### config.mk
export PLATFORM = sky130hd
export DESIGN_NAME = maxpool_window_ctrl
export DESIGN_NICKNAME = d
export VERILOG_FILES = /design/src/rtl/maxpool_window_ctrl_pkg.sv /design/src/rtl/maxpool_line_buf.sv /design/src/rtl/maxpool_window_ctrl.sv
export SDC_FILE = /design/constraint.sdc
export NUM_CORES = 1
export LEC_CHECK = 0
export ABC_AREA = 1
export BUFFER_PORTS_ARGS = -buffer_cell sky130_fd_sc_hd__buf_2
export CORE_MARGIN = 4
export CORE_UTILIZATION = 44
export CTS_CLUSTER_DIAMETER = 80
export CTS_CLUSTER_SIZE = 30
export DETAILED_ROUTE_END_ITERATION = 8
export PLACE_DENSITY = 0.63
export SLEW_MARGIN = 20
export SYNTH_ARGS = -nofsm -noshare
export SYNTH_HDL_FRONTEND = slang
export SYNTH_SLANG_ARGS = --single-unit
### constraint.sdc
create_clock -name clk -period 3.6 [get_ports clk]
set_clock_uncertainty 0.1 [all_clocks]
set_input_delay 0.36 -clock clk [delete_from_list [all_inputs] [get_ports clk]]
set_output_delay 0.36 -clock clk [all_outputs]
set_load 0.02 [all_outputs]
### src/rtl/maxpool_window_ctrl_pkg.sv
// Shared definitions for the 2x2 max-pool window sequencer:
// default lane geometry, FSM state encoding and window position indices.
package maxpool_window_ctrl_pkg;

    // Default lane geometry (LANES = M_CO*M_CI channel lanes per pixel)
    localparam int unsigned MP_LANES  = 4;
    localparam int unsigned MP_MAX_BW = 8;
    localparam int unsigned MP_IMG_W  = 8;
    localparam int unsigned MP_IMG_H  = 8;

    // Sequencer states
    typedef enum logic [1:0] {
        ST_IDLE  = 2'd0,
        ST_RUN   = 2'd1,
        ST_DRAIN = 2'd2
    } mp_state_e;

    // Positions inside a 2x2 window, in packing order
    localparam int unsigned POS_TL  = 0;
    localparam int unsigned POS_TR  = 1;
    localparam int unsigned POS_BL  = 2;
    localparam int unsigned POS_BR  = 3;
    localparam int unsigned WIN_POS = 4;

    // Width of a counter/address covering 0..n-1 (at least one bit)
    function automatic int unsigned cnt_w(input int unsigned n);
        return (n > 1) ? $clog2(n) : 1;
    endfunction

    // Bit offset of lane/position slot inside a packed window
    function automatic int unsigned win_slot(input int unsigned lane,
                                             input int unsigned pos,
                                             input int unsigned bw);
        return (lane * WIN_POS + pos) * bw;
    endfunction

endpackage

### src/rtl/maxpool_line_buf.sv
// One-row line buffer: DEPTH entries of DATA_W bits, one synchronous
// write port and two combinational read ports. Contents need no reset.
module maxpool_line_buf
    import maxpool_window_ctrl_pkg::*;
#(
    parameter int unsigned DEPTH  = MP_IMG_W,
    parameter int unsigned DATA_W = MP_LANES * MP_MAX_BW,
    parameter int unsigned AW     = cnt_w(DEPTH)
) (
    input  logic              clk,
    input  logic              wr_en_i,
    input  logic [AW-1:0]     wr_addr_i,
    input  logic [DATA_W-1:0] wr_data_i,
    input  logic [AW-1:0]     rd_addr_a_i,
    output logic [DATA_W-1:0] rd_data_a_o,
    input  logic [AW-1:0]     rd_addr_b_i,
    output logic [DATA_W-1:0] rd_data_b_o
);

    logic [DATA_W-1:0] mem_q [DEPTH];

    // Store one even-row pixel per accepted write
    always_ff @(posedge clk) begin
        if (wr_en_i) begin
            mem_q[wr_addr_i] <= wr_data_i;
        end
    end

    assign rd_data_a_o = mem_q[rd_addr_a_i];
    assign rd_data_b_o = mem_q[rd_addr_b_i];

endmodule

### src/rtl/maxpool_window_ctrl.sv
// 2x2 max-pool window sequencer. Buffers an even row, then on the odd row
// assembles each non-overlapping 2x2 window in lane-interleaved packing:
// o_win[(l*4+k)*MAX_BW +: MAX_BW], k = TL,TR,BL,BR.
// Optional feature: define MAXPOOL_WINDOW_CTRL_CNT_EN to add o_win_cnt,
// a saturating count of windows handshaken in the current frame.
module maxpool_window_ctrl
    import maxpool_window_ctrl_pkg::*;
#(
    parameter int unsigned LANES  = MP_LANES,
    parameter int unsigned MAX_BW = MP_MAX_BW,
    parameter int unsigned IMG_W  = MP_IMG_W,
    parameter int unsigned IMG_H  = MP_IMG_H
) (
    input  logic                        clk,
    input  logic                        reset,
    input  logic                        i_start,
    input  logic                        i_pix_valid,
    output logic                        o_pix_ready,
    input  logic [LANES*MAX_BW-1:0]     i_pix,
    output logic                        o_win_valid,
    input  logic                        i_win_ready,
    output logic [LANES*4*MAX_BW-1:0]   o_win,
    output logic                        o_busy,
    output logic                        o_frame_done
`ifdef MAXPOOL_WINDOW_CTRL_CNT_EN
    ,
    output logic [15:0]                 o_win_cnt
`endif
);

    localparam int unsigned PIX_W = LANES * MAX_BW;
    localparam int unsigned WIN_W = PIX_W * WIN_POS;
    localparam int unsigned CW    = cnt_w(IMG_W);
    localparam int unsigned RW    = cnt_w(IMG_H);

    mp_state_e          state_q, state_d;
    logic [CW-1:0]      col_q, col_d;
    logic [RW-1:0]      row_q, row_d;
    logic [PIX_W-1:0]   held_q;
    logic [WIN_W-1:0]   win_q, win_d;
    logic               win_valid_q, win_valid_d;

    logic               pix_ready;
    logic               pix_acc;
    logic               start_acc;
    logic               win_hs;
    logic               last_pix;
    logic               col_last;
    logic               row_last;
    logic               odd_row;
    logic               odd_col;
    logic               lb_wr;
    logic               held_cap;
    logic               win_reg;
    logic [CW-1:0]      lb_addr_left;
    logic [PIX_W-1:0]   lb_left;
    logic [PIX_W-1:0]   lb_right;

    assign odd_row   = row_q[0];
    assign odd_col   = col_q[0];
    assign col_last  = (col_q == CW'(IMG_W - 1));
    assign row_last  = (row_q == RW'(IMG_H - 1));
    assign last_pix  = col_last && row_last;
    assign start_acc = (state_q == ST_IDLE) && i_start;
    assign pix_acc   = i_pix_valid && pix_ready;
    assign win_hs    = win_valid_q && i_win_ready;
    assign lb_wr     = pix_acc && !odd_row;
    assign held_cap  = pix_acc && odd_row && !odd_col;
    assign win_reg   = pix_acc && odd_row && odd_col;

    // On an odd column the left neighbour is col with bit 0 cleared; this
    // form never addresses outside the buffer even when col is 0.
    assign lb_addr_left = col_q & ~CW'(1);

    maxpool_line_buf #(
        .DEPTH  (IMG_W),
        .DATA_W (PIX_W),
        .AW     (CW)
    ) u_line_buf (
        .clk         (clk),
        .wr_en_i     (lb_wr),
        .wr_addr_i   (col_q),
        .wr_data_i   (i_pix),
        .rd_addr_a_i (lb_addr_left),
        .rd_data_a_o (lb_left),
        .rd_addr_b_i (col_q),
        .rd_data_b_o (lb_right)
    );

    // Input ready: free in RUN except where a window would overwrite an unaccepted one
    always_comb begin
        pix_ready = 1'b0;
        if (state_q == ST_RUN) begin
            if (odd_row && odd_col) begin
                pix_ready = !win_valid_q || i_win_ready;
            end else begin
                pix_ready = 1'b1;
            end
        end
    end

    assign o_pix_ready = pix_ready;

    // FSM state register
    always_ff @(posedge clk) begin
        if (reset) begin
            state_q <= ST_IDLE;
        end else begin
            state_q <= state_d;
        end
    end

    // FSM next state, busy and end-of-frame pulse
    always_comb begin
        state_d      = state_q;
        o_busy       = 1'b0;
        o_frame_done = 1'b0;
        case (state_q)
            ST_IDLE: begin
                if (i_start) begin
                    state_d = ST_RUN;
                end
            end
            ST_RUN: begin
                o_busy = 1'b1;
                if (pix_acc && last_pix) begin
                    state_d = ST_DRAIN;
                end
            end
            ST_DRAIN: begin
                o_busy = 1'b1;
                if (win_hs) begin
                    state_d      = ST_IDLE;
                    o_frame_done = 1'b1;
                end
            end
            default: begin
                state_d = ST_IDLE;
            end
        endcase
    end

    // Raster position next state: advance on accepts, clear on frame start
    always_comb begin
        col_d = col_q;
        row_d = row_q;
        if (start_acc) begin
            col_d = '0;
            row_d = '0;
        end else if (pix_acc) begin
            if (col_last) begin
                col_d = '0;
                row_d = row_last ? '0 : row_q + RW'(1);
            end else begin
                col_d = col_q + CW'(1);
            end
        end
    end

    // Raster position registers
    always_ff @(posedge clk) begin
        if (reset) begin
            col_q <= '0;
            row_q <= '0;
        end else begin
            col_q <= col_d;
            row_q <= row_d;
        end
    end

    // Assemble the candidate window in lane-interleaved order
    always_comb begin
        win_d = '0;
        for (int unsigned l = 0; l < LANES; l++) begin
            win_d[win_slot(l, POS_TL, MAX_BW) +: MAX_BW] = lb_left[l*MAX_BW +: MAX_BW];
            win_d[win_slot(l, POS_TR, MAX_BW) +: MAX_BW] = lb_right[l*MAX_BW +: MAX_BW];
            win_d[win_slot(l, POS_BL, MAX_BW) +: MAX_BW] = held_q[l*MAX_BW +: MAX_BW];
            win_d[win_slot(l, POS_BR, MAX_BW) +: MAX_BW] = i_pix[l*MAX_BW +: MAX_BW];
        end
    end

    // Output valid: set on registration, which wins over a same-cycle accept
    always_comb begin
        win_valid_d = win_valid_q;
        if (win_reg) begin
            win_valid_d = 1'b1;
        end else if (i_win_ready) begin
            win_valid_d = 1'b0;
        end
    end

    // Held-left pixel and output window registers
    always_ff @(posedge clk) begin
        if (reset) begin
            held_q      <= '0;
            win_q       <= '0;
            win_valid_q <= 1'b0;
        end else begin
            if (held_cap) begin
                held_q <= i_pix;
            end
            if (win_reg) begin
                win_q <= win_d;
            end
            win_valid_q <= win_valid_d;
        end
    end

    assign o_win       = win_q;
    assign o_win_valid = win_valid_q;

`ifdef MAXPOOL_WINDOW_CTRL_CNT_EN
    logic [15:0] win_cnt_q;

    // Per-frame saturating count of handshaken windows
    always_ff @(posedge clk) begin
        if (reset || start_acc) begin
            win_cnt_q <= '0;
        end else if (win_hs && (win_cnt_q != 16'hFFFF)) begin
            win_cnt_q <= win_cnt_q + 16'd1;
        end
    end

    assign o_win_cnt = win_cnt_q;
`endif

endmodule

==> results of run 1 <==
==> routing by layer <==
layer  vias up  GRT usage (%)
met5         -              0
met4         0          3.672
met3        39          2.989
met2       295          28.29
met1      4644          26.92
li1       4877              -
==> flip-flops by register name, indices dropped and copies added (netlist names) <==
register and count:
row_q 3, col_q 3, u_line_buf.mem_q 256, o_win 128, held_q 32, o_win_valid 1, state_q 2
==> final timing paths <==
check | endpoint
worst max register to register | u_line_buf.mem_q[4][18]
worst min register to register | o_win[19]
worst max-delay path | u_line_buf.mem_q[4][18]
worst min-delay path | u_line_buf.mem_q[1][27]
==> cell families after synthesis <==
kind of cell             count (synthesis)  share of synthesized area [%]
buffers and inverters                  133                          3.642
flip-flops                             425                          72.73
AO/OA/AOI/OAI                          271                          9.478
adder cells (fa/ha/maj)                  9                         0.7398
AND/OR/NAND/NOR                        504                          13.41
==> synthesized netlist by cell type (all sizes together), types with 14 or more instances <==
library cell | number | share of area (%)
buf | 35 | 1.2
a22oi | 32 | 1.6
nand4 | 21 | 0.96
o21ai | 132 | 4.3
dfxtp | 169 | 22
nand2 | 288 | 7.1
inv | 53 | 1.3
nor3 | 14 | 0.46
nand3 | 49 | 1.6
nor2 | 131 | 3.2
clkbuf | 45 | 1.1
a21oi | 106 | 3.5
edfxtp | 256 | 51
==> worst reg2reg max path: stages, from the launching register on <==
cell	delay, ns
dfxtp_1	0.34
inv_1	0.12
ha_1	0.30
a21boi_2	0.23
nand2_1	0.16
nor2_1	0.16
nand2_1	0.26
nor2_4	0.47
buf_4	0.36
==> final cells by class <==
cell class	instances	area, um^2	area share, %
flip-flops and latches	425	11070	64.49
multi-input cells	784	3679	21.43
repair buffers	191	1051	6.123
well taps	448	560.5	3.266
clock buffers	26	523.0	3.047
inverters	53	202.7	1.181
clock inverters	8	71.32	0.4155
diodes	3	7.507	0.04373
==> power by group <==
| part | leakage, nW | switching [mW] | total, mW | internal (mW) |
|---|---|---|---|---|
| clock network | 0.293 | 1.50 | 2.57 | 1.08 |
| logic | 2.33 | 0.629 | 0.885 | 0.257 |
| registers | 3.67 | 0.0360 | 5.29 | 5.25 |
| total | 6.29 | 2.16 | 8.75 | 6.58 |
==> flow_summary.ini, run 1 <==
[outcome]
outcome = complete, no violations

[pwr]
p_leak_nw = 6.286
totalPowerFinal_mw = 8.745
ir_worst_vdd_mv = 0.3008
power_density_nw_per_um2 = 509.5

[die]
io_pins = 169
die-area_um2 = 37630
num_rows = 67
die_h_um = 194.0
coreArea_um2 = 33870
die_width_um = 194.0
start_util_pct = 44.94

[global_route]
grt_use_total_pct = 18.06
grt_max_degree = 82
grt_first_pass_wirelength_um = 54980
antenna_found_initial = 2
grt_pass1_vias = 9608
grt-ovfl-total = 0

[critical_path]
critPathTopFamily = simple AND/OR/NAND/NOR gates
critPathMaxStageDelay_ns = 0.47
cpMostUsedCell = nand2_1
cp-end-kind = flop
rrSetupSlack_ns = 0.76
worstPathRequired_ns = 3.72
arrival_ns = 2.96
cp_max_fo = 18
r2r.worst_path.cells = 8
slowest_stage = nor2_4
worstPathCellList = inv_1 -> ha_1 -> a21boi_2 -> nand2_1 -> nor2_1 -> nand2_1 -> nor2_4 -> buf_4
startpoint_type = flop
worst_r2r_startpoint = state_q[1]
critPathKind = reg2reg
worst-path-stages = 8
crit_path_start = state_q[1]
cp_num_buf_inv = 2

[final_layout]
fill_cells = 3055
final_common_cell = nand2_1
final_layout_size_suffix_gt1_share_pct = 15.87
stdcell_count = 1938
layout_common_cells = nand2_1, edfxtp_1, dfxtp_1
final_area_um2 = 17170
syn2layout_area_growth_pct = 12.77
final_core_util_pct = 50.68
nets = 1520

[placement]
placed_area_um2 = 16560
gp_congestion = 0.7681
dp_slack_ns = 0.7674
place.port_buffers = 168
dp_hpwl_um = 22020
dp.cells = 1901

[sta]
hold_viol = 0
grt_setup_unrepaired = false
min_period_ns = 2.845
setup_viol = 0
fmax_mhz = 351.5
tightest_slew_ns = 0.7964
fin_crit_sh_pct = 79.02
finalSetupTns_ns = 0
holdWs_ns = 0.05718
drv_slew = 0
finalWorstSetupSlack_ns = 0.7552
max_slew_margin_pct = 46.90

[routing]
met3WireLength_um = 2644
vias = 9855
wl_met2_um = 15690
wl_met1_um = 15890
drc = 0
routedWlPerCell_um = 17.96
drtAntennaViolNets = 0
vias_per_cell = 5.085
drtIter0Drc = 749
drt-pass1-iter-count = 5
wl_um = 34810
top_layer = met4

[hold_path]
whs_path_depth = 1
worstHoldPathType = in2reg
holdCritStartpoint = i_pix[27]

[cts]
cts_resized = 0
clk_pin_slew_worst_paths_ns = 0.11
clock-sinks = 425
clockRootBuffer = clkbuf_16
numCtsBuffers = 19
clk_path_buf_depth = 3
cts_tree = done
htree_num_levels = 1
postCtsHoldBufs = 0
cts_setup_buffers = 0
clk_latency_ns = 0.54

[synth]
ys_seq_area_share_pct = 72.73
syn-cell-area_um2 = 15220
synth_nets = 1388
synthFlopType = edfxtp_1
ys_ff_latch = 425
synth.avg_cell_area_um2 = 11.34
synth_edf_count = 256
syn_inst = 1342
ys_async_sr_fraction_pct = 0
ys_warn_count = 0
synth.distinct_cells = 21

[flow_run]
max-cap-violations = 0
(Power assumes the default switching activity.)
==> run 2, diff against run 1 <==
- PLACE_DENSITY: 0.63 -> 0.65
- clock period: 3.6 -> 2.3 ns (I/O delays scaled with it)
==> flow_summary.ini, run 2 (synthesis gave the netlist of run 1 again) <==
[pwr]
ir_worst_vdd_mv = 0.5335
power_density_nw_per_um2 = 768.6
p_leak_nw = 6.513

[routing]
drt-pass1-iter-count = 5
routedWlPerCell_um = 17.68
vias_per_cell = 5.115
drtIter0Drc = 671
vias = 10120
drtAntennaViolNets = 0
drc = 0
wl_um = 34980

[global_route]
grt_pass1_vias = 9505
grt_first_pass_wirelength_um = 54840
grt_use_total_pct = 17.79
grt-ovfl-total = 0
antenna_found_initial = 0
grt_max_degree = 131

[cts]
clockRootBuffer = clkbuf_16
htree_num_levels = 1
numCtsBuffers = 18
cts_setup_buffers = 0
clock-sinks = 425
clk_pin_slew_worst_paths_ns = 0.11
clk_latency_ns = 0.52
clk_path_buf_depth = 3
cts_tree = done

[critical_path]
cp_max_fo = 15
arrival_ns = 2.23
critPathKind = reg2reg
slowest_stage = dfxtp_1
critPathTopFamily = simple AND/OR/NAND/NOR gates
startpoint_type = flop
critPathMaxStageDelay_ns = 0.34
worstPathCellList = inv_1 -> ha_4 -> a21boi_4 -> nand2_4 -> nor2_4 -> nand2_4 -> nor2_4 -> buf_4
cp-end-kind = flop
worstPathRequired_ns = 2.41
cp_num_buf_inv = 2

[hold_path]
worstHoldPathType = in2reg

[final_layout]
final_area_um2 = 17700
largest_reg_flops = 256
nets = 1565
largest_register = u_line_buf.mem_q
final_layout_size_suffix_gt1_share_pct = 16.07
final_core_util_pct = 52.28
final_common_cell = nand2_1
layout_common_cells = nand2_1, edfxtp_1, dfxtp_1
syn2layout_area_growth_pct = 16.32
antenna-diode-count = 0

[sta]
finalWorstSetupSlack_ns = 0.1856
min_period_ns = 2.114
hold_viol = 0
holdWs_ns = 0.02567
setup_viol = 0
finalSetupTns_ns = 0
max_slew_margin_pct = 64.69
fmax_mhz = 473.0
drv_slew = 0
fin_crit_sh_pct = 91.93
grt_setup_unrepaired = false
tightest_slew_ns = 0.5297

[placement]
dp_slack_ns = 0.2045
gp_congestion = 0.7727
place.port_buffers = 168
dp_hpwl_um = 22540
placed_area_um2 = 16800

[die]
num_rows = 67
coreArea_um2 = 33870
die-area_um2 = 37630
die_h_um = 194.0
start_util_pct = 44.94
die_width_um = 194.0
io_pins = 169

[flow_run]
max-cap-violations = 0

[outcome]
outcome = complete, no violations
[run 2: metal layers]
layer  track usage, %  share of wire, %
met4            2.604               1.1
met3            3.093               6.1
met5                0                 0
met1            27.63                49
met2            27.00                44
[run 2: worst register-to-register path, cell delays in order (launching register included)]
cell,delay (ns)
dfxtp_1,0.34
inv_1,0.16
ha_4,0.20
a21boi_4,0.23
nand2_4,0.10
nor2_4,0.17
nand2_4,0.12
nor2_4,0.13
buf_4,0.26
[run 2: worst paths after layout]
path / startpoint / to / slack (ns) / cells after the start
max: state_q[1] / u_line_buf.mem_q[7][1] / 0.19 / 8
min: i_win_ready / o_win_valid / 0.03 / 4
max reg2reg: state_q[1] / u_line_buf.mem_q[7][1] / 0.19 / 8
min reg2reg: held_q[25] / held_q[25] / 0.36 / 2
[run 2: through the flow]
stage	total power [mW]	cells
floorplan	9.381	1342
global placement	9.911	1911
detailed placement	9.932	1911
CTS	13.76	1979
global route	14.19	1979
finish	13.61	1979
[run 2: power by group]
| group | internal (mW) | total, mW | switching (mW) |
|---|---|---|---|
| Clock | 1.58 | 3.81 | 2.22 |
| Combinational | 0.500 | 1.52 | 1.02 |
| Sequential | 8.22 | 8.28 | 0.0623 |
[run 2: final cells by class]
| class | instances | area (um^2) |
|---|---|---|
| flip-flops and latches | 425 | 11070 |
| clock inverters | 4 | 33.78 |
| well taps | 448 | 560.5 |
| multi-input cells | 784 | 3729 |
| clock buffers | 28 | 509.2 |
| inverters | 53 | 202.7 |
| repair buffers | 237 | 1599 |
| fillers | 2996 | 16160 |
[run 2: repair_timing]
item,4_1_cts,5_1_grt
setup endpoints to repair,0,0
hold buffers,36,0
endpoints found under the hold margin,290,0
resized for setup,0,0
